<file path="src/rtl/fbuf_writer.sv">
// Camera FIFO to frame buffer writer: burst reads gated by almost-empty,
// per-frame wrapping write address, and a flush that realigns writes to address 0.
`timescale 1ns/1ps
module fbuf_writer #(
   parameter int DATA_WIDTH = 16,
   parameter int BRAM_DEPTH = 230400,
   parameter int ADDR_WIDTH = 18,
   parameter int BURST_LEN  = 8
) (
   input  logic                  i_clk,
   input  logic                  i_rst,
   input  logic                  i_flush,
   output logic                  o_rd,
   input  logic [DATA_WIDTH-1:0] i_rdata,
   input  logic                  i_almostempty,
   output logic                  o_we,
   output logic [ADDR_WIDTH-1:0] o_waddr,
   output logic [DATA_WIDTH-1:0] o_wdata,
   output logic                  o_frame_done,
   output logic [7:0]            o_frame_cnt,
   output logic                  o_busy
);

   localparam int BCW = (BURST_LEN > 1) ? $clog2(BURST_LEN) : 1;
   localparam logic [BCW-1:0]        BURST_LAST = BCW'(BURST_LEN - 1);
   localparam logic [ADDR_WIDTH-1:0] ADDR_LAST  = ADDR_WIDTH'(BRAM_DEPTH - 1);

   typedef enum logic [1:0] {S_IDLE, S_READ, S_FLUSH} state_t;

   state_t                  state, state_nxt;
   logic [BCW-1:0]          burst_cnt, burst_cnt_nxt;
   logic                    flush_pend, flush_pend_nxt;
   logic                    addr_clr;
   logic                    rd_q;
   logic [ADDR_WIDTH-1:0]   addr;
   logic [ADDR_WIDTH-1:0]   waddr_q;
   logic [DATA_WIDTH-1:0]   wdata_q;
   logic [7:0]              frame_cnt;

   always_ff @(posedge i_clk or posedge i_rst) begin
      if (i_rst) begin
         state      <= S_IDLE;
         burst_cnt  <= '0;
         flush_pend <= 1'b0;
      end else begin
         state      <= state_nxt;
         burst_cnt  <= burst_cnt_nxt;
         flush_pend <= flush_pend_nxt;
      end
   end

   // A flush arriving mid-burst is deferred so the burst always completes.
   always_comb begin
      state_nxt      = state;
      burst_cnt_nxt  = burst_cnt;
      flush_pend_nxt = flush_pend;
      o_rd           = 1'b0;
      addr_clr       = 1'b0;
      case (state)
         S_IDLE: begin
            burst_cnt_nxt = '0;
            if (i_flush || flush_pend)
               state_nxt = S_FLUSH;
            else if (!i_almostempty)
               state_nxt = S_READ;
         end
         S_READ: begin
            o_rd = 1'b1;
            if (i_flush)
               flush_pend_nxt = 1'b1;
            if (burst_cnt == BURST_LAST)
               state_nxt = S_IDLE;
            else
               burst_cnt_nxt = burst_cnt + 1'b1;
         end
         S_FLUSH: begin
            addr_clr       = 1'b1;
            flush_pend_nxt = 1'b0;
            state_nxt      = S_IDLE;
         end
         default: state_nxt = S_IDLE;
      endcase
   end

   // FIFO data arrives the cycle after the strobe, so the write is issued
   // directly from rd_q; the held registers keep the last write visible.
   always_ff @(posedge i_clk or posedge i_rst) begin
      if (i_rst) begin
         rd_q      <= 1'b0;
         addr      <= '0;
         waddr_q   <= '0;
         wdata_q   <= '0;
         frame_cnt <= '0;
      end else begin
         rd_q <= o_rd;
         if (rd_q) begin
            waddr_q <= addr;
            wdata_q <= i_rdata;
            if (addr == ADDR_LAST)
               frame_cnt <= frame_cnt + 8'd1;
         end
         if (addr_clr)
            addr <= '0;
         else if (rd_q)
            addr <= (addr == ADDR_LAST) ? '0 : addr + 1'b1;
      end
   end

   assign o_we         = rd_q;
   assign o_waddr      = rd_q ? addr : waddr_q;
   assign o_wdata      = rd_q ? i_rdata : wdata_q;
   assign o_frame_done = rd_q && (addr == ADDR_LAST);
   assign o_frame_cnt  = frame_cnt;
   assign o_busy       = (state != S_IDLE) || rd_q;

endmodule

</file>
<file path="config.mk">
export PLATFORM = sky130hd
export DESIGN_NAME = fbuf_writer
export DESIGN_NICKNAME = d
export VERILOG_FILES = /design/src/rtl/fbuf_writer.sv
export SDC_FILE = /design/constraint.sdc
export NUM_CORES = 1
export LEC_CHECK = 0
export BUFFER_PORTS_ARGS = -buffer_cell sky130_fd_sc_hd__buf_2
export CORE_ASPECT_RATIO = 2
export CORE_MARGIN = 1.5
export CORE_UTILIZATION = 32
export CTS_BUF_LIST = sky130_fd_sc_hd__clkbuf_4 sky130_fd_sc_hd__clkbuf_8 sky130_fd_sc_hd__clkbuf_16
export DETAILED_ROUTE_END_ITERATION = 8
export PLACE_DENSITY = 0.64
export SLEW_MARGIN = 25
export SYNTH_ARGS = -nofsm -noshare
export SYNTH_HDL_FRONTEND = slang
export SYNTH_SLANG_ARGS = --single-unit
export TNS_END_PERCENT = 10
</file>
<file path="constraint.sdc">
create_clock -name i_clk -period 2.6 [get_ports i_clk]
set_clock_uncertainty 0.1 [all_clocks]
set_input_delay 0.26 -clock i_clk [delete_from_list [all_inputs] [get_ports i_clk]]
set_output_delay 0.26 -clock i_clk [all_outputs]
set_load 0.01 [all_outputs]
</file>
## Word-level counts from Yosys, hierarchy flattened

Cells that the tools add are included.

| storage, ports and cells | value |
|---|---|
| register bits after elaboration | 67 |
| input bits | 20 |
| output and inout port bits | 46 |
| logic and storage cells | 46 |

| operators by class | value |
|---|---|
| $add $sub $neg | 3 |
| equality and inequality tests | 8 |
| muxes and demuxes | 15 |
| reduce and logical (&&, ||, !) cells | 12 |

Operators with widths:

| cell | number |
|---|---|
| $mux W18 | 4 |
| $add A18 B1 Y18 const B | 1 |
| $eq A18 B18 Y1 const B | 1 |
| $mux W16 | 1 |
| $add A8 B1 Y8 const B | 1 |
| $reduce_and A2 Y1 | 4 |
| $reduce_bool A2 Y1 | 4 |
| $mux W2 | 3 |
| $ne A2 B2 Y1 const B | 3 |
| $pmux W3 S2 | 1 |
| $pmux W2 S2 | 1 |
| $add A3 B1 Y3 const B | 1 |
| $eq A3 B3 Y1 const B | 1 |
| $mux W1 | 3 |
| $mux W3 | 1 |
| $ne A3 B3 Y1 const B | 1 |
| $eq A2 B1 Y1 const B | 1 |
| $eq A2 B2 Y1 const B | 1 |
| $logic_not A2 Y1 | 1 |
| $logic_or A1 B1 Y1 | 2 |
| $pmux W1 S2 | 1 |
| $logic_and A1 B1 Y1 | 1 |

## Depth between registers and ports, before layout

| logic depth | value |
|---|---|
| depth in word-level cells | 4 |
| depth in mapped cells | 7 |
| gate-level depth less buffers | 5 |

## Worst setup path before layout

No wires, ideal clock.

| timing path | value |
|---|---|
| path type | reg2reg |
| from | register addr[0] |
| to | register frame_cnt[1], in the netlist o_frame_cnt[1] |
| setup time | 0.125 ns |
| data arrival time | 1.880 ns |
| setup slack | 0.496 ns |
| stages on the path, launching flop included | 7 |
| path buffers | 1 |
| clock period less this slack | 2.104 ns |
| path through | dfrtp_1 > ha_1 > and4_1 > clkbuf_1 > nand4_2 > nor2_2 > mux2_2 |

| between the ends | value |
|---|---|
| cells in the longest elaborated chain, start to end | 2 |

Ends and longest elaborated chain:

| element | RTL line | text |
|---|---|---|
| from (decl) | 35 | `logic [ADDR_WIDTH-1:0] addr;` |
| from (signal assigned) | 105 | `addr <= (addr == ADDR_LAST) ? '0 : addr + 1'b1;` |
| $eq A18 B18 Y1 | 99 | `if (addr == ADDR_LAST)` |
| $reduce_and A2 Y1 (no source line) | -- |  |
| to (signal assigned) | 100 | `frame_cnt <= frame_cnt + 8'd1;` |
| to (decl) | 38 | `logic [7:0] frame_cnt;` |

No other way between the ends.
A chain may end at the register's enable or synchronous reset.

## Worst setup path in the final report

| timing path | value |
|---|---|
| from | register addr[0] |
| to | output port o_frame_done |

| between the ends | value |
|---|---|
| cells in the longest elaborated chain, start to end | 2 |

Ends and longest elaborated chain:

| element | RTL line | text |
|---|---|---|
| $eq A18 B18 Y1 | 112 | `assign o_frame_done = rd_q && (addr == ADDR_LAST);` |
| $logic_and A1 B1 Y1 | 112 |  |
| to (decl) | 19 | `output logic o_frame_done,` |

No other way between the ends.

==> impl_metrics.env <==
export IMPL_status="finished clean"
export IMPL_rows=50
export IMPL_cap_viol_max_count=0
export IMPL_synth_area_top_cells="dfrtp_1, mux2_2, xor2_1, nand2_1, o21ai_0"
export IMPL_io_buffer_count=65
export IMPL_slew_headroom_pct=64.63
export IMPL_cpMaxStageDelayCell="dfrtp_1"
export IMPL_layout_setup_ws_ps=197.9
export IMPL_synth_async_sr_flop_share_pct=100.0
export IMPL_finalNetCount=354
export IMPL_synth_seq_area_share_pct=55.51
export IMPL_cellLeakagePower_nw=1.906
export IMPL_num_antenna_cells=0
export IMPL_ys_seq_elements=67
export IMPL_period_share_pct=92.39
export IMPL_io_pins=66
export IMPL_synth_edf_count=0
export IMPL_area_growth_pct=25.93
export IMPL_synth_top_family_by_area="simple AND/OR/NAND/NOR gates"
export IMPL_drive_above_1_share_pct=37.61
export IMPL_crit_path_max_incr_delay_ps=420
export IMPL_worstMarginPinSlew_ps=523.3
export IMPL_period_minus_slack_ps=2402
export IMPL_instances_no_fill=439
export IMPL_drc=0
export IMPL_path_clk_slew_ps=50
export IMPL_synth_xor_area_share_pct=3.770
export IMPL_grt_pass1_vias=2313
export IMPL_end_kind="primary output"
export IMPL_synth_mux_area_share_pct=12.55
export IMPL_cts_made_buffers=9
export IMPL_synth_compound_area_share_pct=8.699
export IMPL_grtUsageTotal_pct=14.86
export IMPL_clkLatencyLatePin_ps=330
export IMPL_ir_drop_mv=0.5683
export IMPL_fp_dieH_um=140.4
export IMPL_clockBufferDepth=2
export IMPL_start_util_pct=32.62
export IMPL_antenna_found_initial=0
export IMPL_worst_ep_arrival_time_ps=2040
export IMPL_fmax_mhz=416.3
export IMPL_grt_pass1_wl_um=11430
export IMPL_cts_resized_gates=0
export IMPL_cp_required_ps=2240
export IMPL_hold_ws_ps=75.55
export IMPL_dp_hpwl_um=5053
export IMPL_cts_root_buf="clkbuf_16"
export IMPL_drt_iter0_drc=94
export IMPL_drt_wirelength_per_cell_um=15.86
export IMPL_setup_viol=0
export IMPL_synth_top_cell_area_share_pct=55.51
export IMPL_avgViaCountPerCell=5.191
export IMPL_core_um2=9259
export IMPL_crit_chain="ha_1 > and4_1 > nand4_2 > nor2_2 > buf_2"
export IMPL_synth_most_common_cell="dfrtp_1"
export IMPL_netlist_area_um2=3020
export IMPL_drt_antenna_violating_nets=0
export IMPL_avgSynthCellArea_um2=11.62
export IMPL_grt_max_degree=68
export IMPL_synth_common_cells="dfrtp_1, mux2_2, nand2_1"
export IMPL_hold_class="in2reg"
export IMPL_synth_simple_area_share_pct=14.91
export IMPL_drt_total_wl_um=6963
export IMPL_place_congestion=0.9015
export IMPL_dpl_worst_slack_ps=528.7
export IMPL_cts_tree="yes"
export IMPL_startpoint_type="flop"
export IMPL_critPathKind="reg2out"
export IMPL_dr_pass1_iters=6
export IMPL_tns_ps=0
export IMPL_ys_warn_count=0
export IMPL_htree_levels=3
export IMPL_die_area_um2=10070
export IMPL_p_per_area_nw_per_um2=928.7
export IMPL_cts_sinks=67
export IMPL_postSynthCellCount=260
export IMPL_synthAdderAreaFrac_pct=1.657
export IMPL_slew_viol_final=0
export IMPL_syn_num_nets=284
export IMPL_hold_viol_final=0
export IMPL_fp_dieW_um=71.70
export IMPL_synth_cell_type_count=45
export IMPL_place_inst=422
export IMPL_synth_top_area_cell="dfrtp_1"
export IMPL_synthFlopType="dfrtp_1"
export IMPL_crit_family="simple AND/OR/NAND/NOR gates"
export IMPL_path_max_fanout=7
export IMPL_dr_total_vias=2279
export IMPL_crit_buf_inv=1
export IMPL_rsz0062_at_grt="no"
export IMPL_overflow=0
==> layout make-up <==
class / count / area [µm²]
Tap cell: 104 / 130.1
Multi-Input combinational cell: 170 / 1256
Clock inverter: 6 / 80.08
Sequential cell: 67 / 1678
Timing Repair Buffer: 71 / 385.4
Inverter: 11 / 41.29
Fill cell: 929 / 5455
Clock buffer: 10 / 232.7
==> layer usage <==
layer	up-vias	share of wire [%]	GRT usage, %
met5	-	0	0
met4	0	3.3	8.937
met3	19	3.3	3.525
met2	57	57	26.32
met1	1129	36	15.34
li1	1074	-	-
==> cells by family after synthesis <==
family          Yosys count
simple gates             80
flops                    67
compound gates           39
mux                      34
buf+inv                  23
xor+xnor                 13
fa+ha+maj                 4
==> layout by cell type (no fill, tap or decap), types with 2 or more instances in the layout <==
cell       synthesis  layout
clkbuf_16          0       9
mux2_2            31      31
nor4_1             6       6
nor2b_1            2       2
dfrtp_1           67      66
bufinv_16          0       2
a21oi_1            8       8
nand3_1           10      10
xor2_1            11      11
clkinv_2           0       4
a22o_1             5       5
nand4_1            4       4
inv_1             11      10
a31oi_1            2       2
and3_1             4       4
ha_1               4       4
nand2b_1           2       2
nor2_1            10      10
buf_2              1      65
o21ai_0           11      11
mux2i_1            3       3
nand2_1           18      18
xnor2_1            2       2
and4_1             2       2
buf_4              0       4
nor3_1             9       9
o211ai_1           2       2
a21o_1             3       3
or3_1              3       3
==> state kept, by name (all words and copies together) (netlist names) <==
| register | cells |
|---|---|
| state | 2 |
| addr | 18 |
| flush_pend | 1 |
| waddr_q | 18 |
| o_we | 1 |
| burst_cnt | 3 |
| o_frame_cnt | 8 |
| wdata_q | 16 |
==> path summary, 6_finish.rpt <==
kind,startpoint,to,slack [ps],depth (start not counted)
max in group asynchronous,i_rst,o_we,1620,4
min in group asynchronous,i_rst,waddr_q[2],430,4
min reg2reg,waddr_q[9],waddr_q[9],380,1
max,addr[0],o_frame_done,200,5
min,i_rdata[15],wdata_q[15],80,2
max reg2reg,addr[0],o_frame_cnt[7],500,6
==> through the flow <==
stage          utilization, %  total power, mW  instance area, µm²
3_3_place_gp            37.59            2.272                3481
6_report                41.08            3.532                3804
3_5_place_dp            37.59            2.307                3481
4_1_cts                 41.08            3.605                3804
2_1_floorplan               -            1.960                3020
5_1_grt                 41.08            3.735                3804
==> power breakdown <==
| part | leakage (nW) | total [mW] | internal, mW | switching, mW |
|---|---|---|---|---|
| combinational | 0.854 | 0.893 | 0.413 | 0.480 |
| clock | 0.159 | 1.26 | 0.842 | 0.421 |
| sequential | 0.893 | 1.38 | 1.24 | 0.136 |
==> repair_timing <==
item / 4_1_cts / 5_1_grt
hold buffers: 1 / 0
endpoints found under the hold margin: 67 / 0
setup buffers: 0 / 0
Power figures use the tool's default switching activity.
